==> src/rtl/booth_mult_32_pkg.sv <==
// Shared multdiv definitions: FSM state encoding and iteration bound.
// Used by the Booth multiplier and intended for reuse by the divider.
package booth_mult_32_pkg;

  localparam logic [1:0] IDLE = 2'd0;
  localparam logic [1:0] RUN  = 2'd1;
  localparam logic [1:0] DONE = 2'd2;

  // Counter value seen on the final (32nd) iteration edge.
  localparam logic [4:0] ITER_LAST = 5'd31;

endpackage

==> src/rtl/counter_32.sv <==
// 5-bit iteration counter (0..31, wraps).
// Ports:
//   clk   - clock, posedge
//   en    - increment enable
//   rst   - synchronous active-high clear (wins over en)
//   count - current count
module counter_32 (
  input  logic       clk,
  input  logic       en,
  input  logic       rst,
  output logic [4:0] count
);

  always_ff @(posedge clk) begin
    if (rst) begin
      count <= 5'd0;
    end else if (en) begin
      count <= count + 5'd1;
    end
  end

endmodule

==> src/rtl/booth_mult_32.sv <==
// Sequential signed 32x32 radix-2 Booth multiplier.
// One start pulse in IDLE launches 32 iterations (RUN), then a one-cycle DONE
// presents the low 32 product bits and a signed-overflow flag.
// Ports:
//   clk, rst     - clock and synchronous active-high reset
//   start        - request, honoured only in IDLE
//   multiplicand - signed M, captured on accept
//   multiplier   - signed Q, captured on accept
//   busy         - high while iterating
//   result_rdy   - one-cycle pulse, result/overflow valid
//   result       - low 32 bits of the 64-bit product (held until next DONE)
//   overflow     - product does not fit in 32-bit signed (held likewise)
module booth_mult_32
  import booth_mult_32_pkg::*;
#(
  parameter int unsigned WIDTH = 32
) (
  input  logic             clk,
  input  logic             rst,
  input  logic             start,
  input  logic [WIDTH-1:0] multiplicand,
  input  logic [WIDTH-1:0] multiplier,
  output logic             busy,
  output logic             result_rdy,
  output logic [WIDTH-1:0] result,
  output logic             overflow
);

  // The 5-bit iteration counter only sequences exactly 32 iterations.
  if (WIDTH != 32) begin : g_bad_width
    $error("booth_mult_32: WIDTH must be 32");
  end

  logic [1:0]         state;
  logic [WIDTH:0]     m;          // sign-extended multiplicand
  logic [2*WIDTH+1:0] p;          // {acc[WIDTH:0], Q, booth bit}
  logic [4:0]         count;
  logic               accept;
  logic [WIDTH:0]     acc;
  logic [WIDTH:0]     acc_nxt;
  logic [2*WIDTH+1:0] p_shift;
  logic               ovf_nxt;

  assign accept = (state == IDLE) && start;
  assign busy   = (state == RUN);

  counter_32 u_counter (
    .clk   (clk),
    .en    (state == RUN),
    .rst   (rst | accept),
    .count (count)
  );

  // One Booth step: conditional add/sub into the 33-bit accumulator, then
  // arithmetic shift right of the whole product register.
  always_comb begin
    acc     = p[2*WIDTH+1:WIDTH+1];
    acc_nxt = acc;
    unique case (p[1:0])
      2'b01:   acc_nxt = acc + m;
      2'b10:   acc_nxt = acc - m;
      default: acc_nxt = acc;
    endcase
    p_shift = {acc_nxt[WIDTH], acc_nxt, p[WIDTH:1]};
    // Product bits [63:31] live at p_shift[64:32]; all equal means it fits.
    ovf_nxt = !((&p_shift[2*WIDTH:WIDTH]) || !(|p_shift[2*WIDTH:WIDTH]));
  end

  always_ff @(posedge clk) begin
    if (rst) begin
      state      <= IDLE;
      m          <= '0;
      p          <= '0;
      result     <= '0;
      overflow   <= 1'b0;
      result_rdy <= 1'b0;
    end else begin
      unique case (state)
        IDLE: begin
          if (start) begin
            m     <= {multiplicand[WIDTH-1], multiplicand};
            p     <= {{(WIDTH+1){1'b0}}, multiplier, 1'b0};
            state <= RUN;
          end
        end
        RUN: begin
          p <= p_shift;
          if (count == ITER_LAST) begin
            state      <= DONE;
            result     <= p_shift[WIDTH:1];
            overflow   <= ovf_nxt;
            result_rdy <= 1'b1;
          end
        end
        DONE: begin
          state      <= IDLE;
          result_rdy <= 1'b0;
        end
        default: state <= IDLE;
      endcase
    end
  end

endmodule

==> config.mk <==
export PLATFORM = sky130hd
export DESIGN_NAME = booth_mult_32
export DESIGN_NICKNAME = d
export VERILOG_FILES = /design/src/rtl/booth_mult_32_pkg.sv /design/src/rtl/counter_32.sv /design/src/rtl/booth_mult_32.sv
export SDC_FILE = /design/constraint.sdc
export NUM_CORES = 1
export LEC_CHECK = 0
export BUFFER_PORTS_ARGS = -buffer_cell sky130_fd_sc_hd__buf_2
export CORE_ASPECT_RATIO = 1.1
export CORE_UTILIZATION = 50
export DETAILED_ROUTE_END_ITERATION = 7
export GPL_ROUTABILITY_DRIVEN = 0
export GPL_TIMING_DRIVEN = 0
export PLACE_DENSITY = 0.7
export SLEW_MARGIN = 10
export SYNTH_ARGS = -nofsm -noshare
export SYNTH_HDL_FRONTEND = slang
export SYNTH_SLANG_ARGS = --single-unit
==> constraint.sdc <==
create_clock -name clk -period 7.3 [get_ports clk]
set_clock_uncertainty 0.15 [all_clocks]
set_input_delay 1.095 -clock clk [delete_from_list [all_inputs] [get_ports clk]]
set_output_delay 1.095 -clock clk [all_outputs]
set_load 0.01 [all_outputs]
[Yosys cells after proc, flatten, opt, wreduce, memory -nomap -nowiden]
Index checks and enable logic that the tools add are counted.
Storage, ports and cells
  bits of input ports: 67
  register bits: 139
Cells by class
  add/subtract/negate cells: 3
  reduce and logical (&&, ||, !) cells: 14
  mux-type cells: 8
  equal/unequal tests: 7
  bitwise gates (word level): 1
Operator list (number)
  $pmux W66 S2: 1
  $mux W66: 1
  $pmux W33 S2: 1
  $add A33 B33 Y33: 1
  $reduce_and A33 Y1: 1
  $reduce_or A33 Y1: 1
  $sub A33 B33 Y33: 1
  $reduce_and A2 Y1: 5
  $add A5 B1 Y5 const B: 1
  $eq A5 B5 Y1 const B: 1
  $eq A2 B1 Y1 const B: 2
  $eq A2 B2 Y1 const B: 2
  $mux W2: 2
  $pmux W2 S2: 1
  $reduce_bool A2 Y1: 2
  $logic_not A1 Y1: 2
  $logic_not A2 Y1: 1
  $ne A2 B1 Y1 const B: 1
  $ne A2 B2 Y1 const B: 1
  $pmux W1 S2: 1
  $logic_and A1 B1 Y1: 1
  $logic_or A1 B1 Y1: 1
  $mux W1: 1
  $or A1 B1 Y1: 1

[Longest topological paths before layout]
  depth in word-level cells: 6
  gate-level depth with buffers: 21
  gate-level depth less buffers: 19

[By module]
From an unflattened synthesis, not the netlist that was laid out.
Second synthesis, totals
  cells, all modules: 1190
  area total of the unflattened synthesis: 8724.6 µm²
Modules (own cells, without submodules)
  booth_mult_32: area an instance 8476.9 µm², instances 1, cells an instance 1168
  counter_32: area an instance 247.7 µm², instances 1, cells an instance 22

[Least setup slack after synthesis]
Ideal clock, no wire load.
  kind: register to register
  start: reg m[2]
  end: reg overflow
  cell stages (with the launch flop): 22
  period minus slack after synthesis: 4.994 ns
  setup slack: 2.306 ns
  buffers on the path: 2
  data arrival time: 4.729 ns
  library setup time: 0.116 ns
  path through: dfxtp_1 or3_1 or3_1 nor3_1 nand3b_1 nor2b_1 clkbuf_1 nor2_1 xnor2_1 ha_1 buf_4 and3_4 nand3_2 or3_1 a211oi_2 or2_1 a21o_1 a41oi_2 and3b_2 xnor2_1 or4_1 a31o_1
On the way
  word-level cells in the longest chain between the ends: 6
RTL lines
  start: declaration: line booth_mult_32.sv:35  | logic [WIDTH:0] m;
  start signal: assignment: line booth_mult_32.sv:81  | m <= {multiplicand[WIDTH-1], multiplicand};
  $sub A33 B33 Y33 or $add A33 B33 Y33 (tied branches): line booth_mult_32.sv:61, booth_mult_32.sv:60
  $pmux W33 S2 *: line booth_mult_32.sv:59  | unique case (p[1:0])
  $reduce_or A33 Y1: line booth_mult_32.sv:66  | ovf_nxt = !((&p_shift[2*WIDTH:WIDTH]) || !(|p_shift[2*WIDTH:WIDTH]));
  $logic_not A1 Y1: line booth_mult_32.sv:66
  $logic_or A1 B1 Y1 *: line booth_mult_32.sv:66
  $logic_not A1 Y1 *: line booth_mult_32.sv:66
  end signal: assignment: line booth_mult_32.sv:91  | overflow <= ovf_nxt;
  end: declaration: line booth_mult_32.sv:26  | output logic overflow
Every way passes the cells marked *; elsewhere a longest branch is shown, timed or not.
A chain may end at the register's enable or synchronous reset.

[Final worst setup path]
Same ends and word-level chain as after synthesis.

==> impl_metrics.csv <==
group,metric,value,unit
route,drt.antenna.violating_nets,0,
floorplanning,initial_utilization,0.517,
finish,insertedDiodeCount,0,
synth,synth_top_family_by_area,"simple AND/OR/NAND/NOR gates",
synth,synthMuxAreaShare,0.0111,
sta,finalHoldViolCount,0,
job,count_of_maximum_capacitance_violations,0,
route,via_per_inst,5.97,
synth,area_share_of_xor_xnor_cells_in_the_synthesized_design,0.0450,
floorplanning,design.portCount,102,
clock_tree,cts_setup_buffers,0,
finish,total_of_fill_cells_in_the_finished_design,1575,
finish,area.growth.synth_to_final,15.8,%
sta,maxSlewViolCount,0,
sta,max-slew-margin-rel,0.512,
synth,synth.avg_cell_area,7.26,sq um
min_path,hold-path-endpoint,"result[26]$_SDFFE_PP0P_",
synth,area_of_the_mapped_netlist,0.00856,sq mm
min_path,hold_path.class,"reg -> reg",
clock_tree,clockBufferDepth,2,
global_routing,grt_remaining_overflow,0,
clock_tree,cts_repair_resize_count,0,
sta,worst_pin_slew,0.732,ns
clock_tree,cts_inserted_buffers,17,
route,average_wire_per_standard_cell,17.2,microns
global_routing,wire_length_of_the_first_global_routing_pass,42000,microns
route,drt-total-wl,26000,microns
clock_tree,clk-insertion-delay-late,0.42,ns
synth,synth_edf_count,0,
worst_setup_path,reg2reg_slack,1.22,ns
global_routing,grt_start_max_net_pins,17,
worst_setup_path,worstPathRequired,7.46,ns
sta,final-setup-viol-count,0,
worst_setup_path,timing.reg2reg.worst_path_depth,21,
min_path,min_delay_path_depth,2,
power,totalPowerFinal,2.37,mW
power,power.density,239,mW/mm^2
worst_setup_path,timing.critical_path.cells,"or3_1 -> or3_1 -> nor3_1 -> nand3b_1 -> nor2b_1 -> clkbuf_1 -> nor2_1 -> xnor2_1 -> ha_1 -> buf_4 -> a21oi_1 -> o21ai_1 -> a31o_2 -> o2bb2ai_1 -> or2_1 -> a21o_1 -> a221oi_1 -> nand4_1 -> nor4_1 -> nand4b_1 -> a31o_1",
global_routing,antenna_found_initial,0,
route,remaining_drc_errors,0,
clock_tree,clk_pin_slew,0.06,ns
sta,max_freq,0.164,GHz
power,ir_drop,162,uV
power,p_leak,3.84,nW
synth,netlist.area_leader.share,0.323,
synth,synthesized_area_fraction_occupied_by_and_or_nand_nor_cells,0.283,
worst_setup_path,critical_path.reg2reg.endpoint,"overflow$_SDFFE_PP0P_",
route,vias,9046,
finish,area_of_all_sequential_standard_cells,0.00276,sq mm
worst_setup_path,crit_path_top_delay_cell,"sky130_fd_sc_hd__a221oi_1",
worst_setup_path,worst_path_largest_cell_delay,0.47,ns
synth,yosysUniqueCellTypes,84,
floorplanning,floorplan.die.height,139,microns
floorplanning,die_x,127,microns
synth,synth.top_cells.by_area,"sky130_fd_sc_hd__dfxtp_1, sky130_fd_sc_hd__nand2_1, sky130_fd_sc_hd__a21oi_1",
finish,layout_common_cells,"sky130_fd_sc_hd__nand2_1, sky130_fd_sc_hd__dfxtp_1, sky130_fd_sc_hd__a21oi_1",
synth,fraction_of_the_mapped_netlist_area_in_compound_gates,0.235,
clock_tree,cts_htree_levels,4,
worst_setup_path,critical_path.most_common_cell,"sky130_fd_sc_hd__or3_1",
sta,final_min_period_over_clock_period,0.833,
synth,synth-seq-area-share,0.323,
floorplanning,floorplan.die_area,0.0177,sq mm
worst_setup_path,worst-setup-path-type,"reg -> reg",
synth,syn_inst,1180,
synth,yosys_warnings,0,
synth,synth_top_cell_by_area,"sky130_fd_sc_hd__dfxtp_1",
min_path,hp-start,"result[26]$_SDFFE_PP0P_",
clock_tree,clk_root_buffer_cell,"sky130_fd_sc_hd__clkbuf_16",
outcome,outcome,"completed",
floorplanning,core-area,0.0166,sq mm
finish,drive_gt1_frac,0.133,
sta,tns,0,ns
sta,grt_setup_unrepaired,"no",
placed_design,dp_hpwl,19700,microns
global_routing,grt_util_all_layers,0.297,
clock_tree,cts_tree,"yes",
worst_setup_path,path_max_fanout,10,
synth,ffs_w_async_s_r_synth,0,
floorplanning,rows,49,
worst_setup_path,critical_path_arrival,6.24,ns
worst_setup_path,start_kind,"flip-flop",
clock_tree,cts-hold-fix-buffers,0,
route,drt_pre_antenna_iters,6,
finish,num-nets-final,1404,
route,drt_first_iter_violations,746,
synth,synthesis.nets,1284,
synth,post_synth_fa_ha_maj_area_fraction,0.0549,
placed_design,portBuffers,101,
finish,multi_input_area,0.00539,sq mm
sta,final_period_minus_worst_setup_slack,6.08,ns
synth,synth-seq-cells,138,
clock_tree,cts_sinks,138,
worst_setup_path,rr_startpoint,"m[2]$_SDFFE_PP0P_",
worst_setup_path,cp-end-kind,"flip-flop",
global_routing,grt_pass1_vias,8402,
finish,layout_commonest_cell,"sky130_fd_sc_hd__nand2_1",
synth,synth_flop_cell,"sky130_fd_sc_hd__dfxtp_1",
[registers in the layout (all words and copies together), names as in the netlist]
register and flops:
overflow 1, m 32, u_counter.count 5, result_rdy 1, state 2, result 32, p 65
[through the flow]
stage | setup WS (ns) | instances | instance area [sq um] | utilization | hold WS [ns]
detailed placement | 1.38 | 1485 | 9320 | 0.563 | 0.294
global route | 0.742 | 1515 | 9910 | 0.599 | 0.323
floorplan | 2.31 | 1180 | 8560 | - | 0.295
global placement | 1.41 | 1485 | 9320 | 0.563 | 0.290
CTS | 1.33 | 1515 | 9910 | 0.599 | 0.302
finish | 1.22 | 1515 | 9910 | 0.599 | 0.300
[worst max-delay path: cells and delay by family (launching register included)]
family | cells | cell delay (ns)
AOI/OAI and AO/OA | 7 | 1.65
xor gates and xnor gates | 1 | 0.25
adders and majority gates | 1 | 0.28
buffers and inverters | 2 | 0.48
DFF | 1 | 0.34
and+or+nand+nor | 10 | 2.83
[routing by layer]
metal | share of wire | global-route usage | up-vias
li1 | - | - | 4421
met2 | 0.47 | 0.508 | 331
met3 | 0.064 | 0.0461 | 73
met1 | 0.42 | 0.367 | 4221
met5 | 0 | 0 | -
met4 | 0.039 | 0.135 | 0
[report_power, final]
| group | leakage, nW | internal (mW) | total [mW] | switching [mW] |
|---|---|---|---|---|
| registers | 1.13 | 0.791 | 0.828 | 0.0373 |
| clock network | 0.289 | 0.543 | 0.879 | 0.337 |
| logic | 2.42 | 0.245 | 0.665 | 0.419 |
[final cells by class]
type	instances	share of cell area
Buffer	79	0.0329
Clock buffer	19	0.0447
Clock inverter	11	0.0149
Inverter	23	0.00871
Multi-Input combinational cell	940	0.543
Sequential cell	138	0.279
Tap cell	204	0.0257
Timing Repair Buffer	101	0.0510
[cell usage after synthesis, types with 3 or more instances]
master                        n
sky130_fd_sc_hd__o21ai_1      4
sky130_fd_sc_hd__o21ai_0     25
sky130_fd_sc_hd__mux2i_1      5
sky130_fd_sc_hd__clkbuf_1    57
sky130_fd_sc_hd__a21oi_2      5
sky130_fd_sc_hd__a31oi_1     23
sky130_fd_sc_hd__and3_1       7
sky130_fd_sc_hd__nand4_1     11
sky130_fd_sc_hd__a311oi_1    34
sky130_fd_sc_hd__a21oi_1    134
sky130_fd_sc_hd__nor4_1      10
sky130_fd_sc_hd__nor2_1     112
sky130_fd_sc_hd__or3_1        6
sky130_fd_sc_hd__buf_2        9
sky130_fd_sc_hd__buf_4        3
sky130_fd_sc_hd__a21o_1       8
sky130_fd_sc_hd__nand2_1    269
sky130_fd_sc_hd__o21bai_1     3
sky130_fd_sc_hd__o211ai_1     6
sky130_fd_sc_hd__a31o_2       4
sky130_fd_sc_hd__dfxtp_1    138
sky130_fd_sc_hd__o2111ai_1    3
sky130_fd_sc_hd__a2111oi_0    3
sky130_fd_sc_hd__o31ai_1      5
sky130_fd_sc_hd__nand2b_1     4
sky130_fd_sc_hd__xnor2_1     34
sky130_fd_sc_hd__a211oi_1     5
sky130_fd_sc_hd__inv_1       23
sky130_fd_sc_hd__o21a_1       8
sky130_fd_sc_hd__nand3_1     40
sky130_fd_sc_hd__o31a_1       3
sky130_fd_sc_hd__mux2_2       4
sky130_fd_sc_hd__ha_1        36
sky130_fd_sc_hd__nor2b_1     14
sky130_fd_sc_hd__a22oi_1      3
sky130_fd_sc_hd__xor2_1      10
sky130_fd_sc_hd__nor3_1      39
sky130_fd_sc_hd__and2_1       6
sky130_fd_sc_hd__buf_1        9
[worst max-delay path by stage]
stage	from	end	slack, ns	depth (start not counted)
floorplan	m[2]$_SDFFE_PP0P_	overflow$_SDFFE_PP0P_	2.31	21
global placement	m[2]$_SDFFE_PP0P_	overflow$_SDFFE_PP0P_	1.41	21
detailed placement	m[2]$_SDFFE_PP0P_	overflow$_SDFFE_PP0P_	1.38	21
CTS	m[2]$_SDFFE_PP0P_	overflow$_SDFFE_PP0P_	1.33	21
global route	m[2]$_SDFFE_PP0P_	overflow$_SDFFE_PP0P_	0.74	21
finish	m[2]$_SDFFE_PP0P_	overflow$_SDFFE_PP0P_	1.22	21
[logic make-up (layout without fill, tap and decap cells)]
logic type	Yosys count	count (layout)
muxes	9	9
and+or+nand+nor	543	543
DFF	138	138
buffers and inverters	102	233
adders and majority gates	37	37
AOI/OAI and AO/OA	307	307
xor gates and xnor gates	44	44
(Power assumes the default switching activity.)
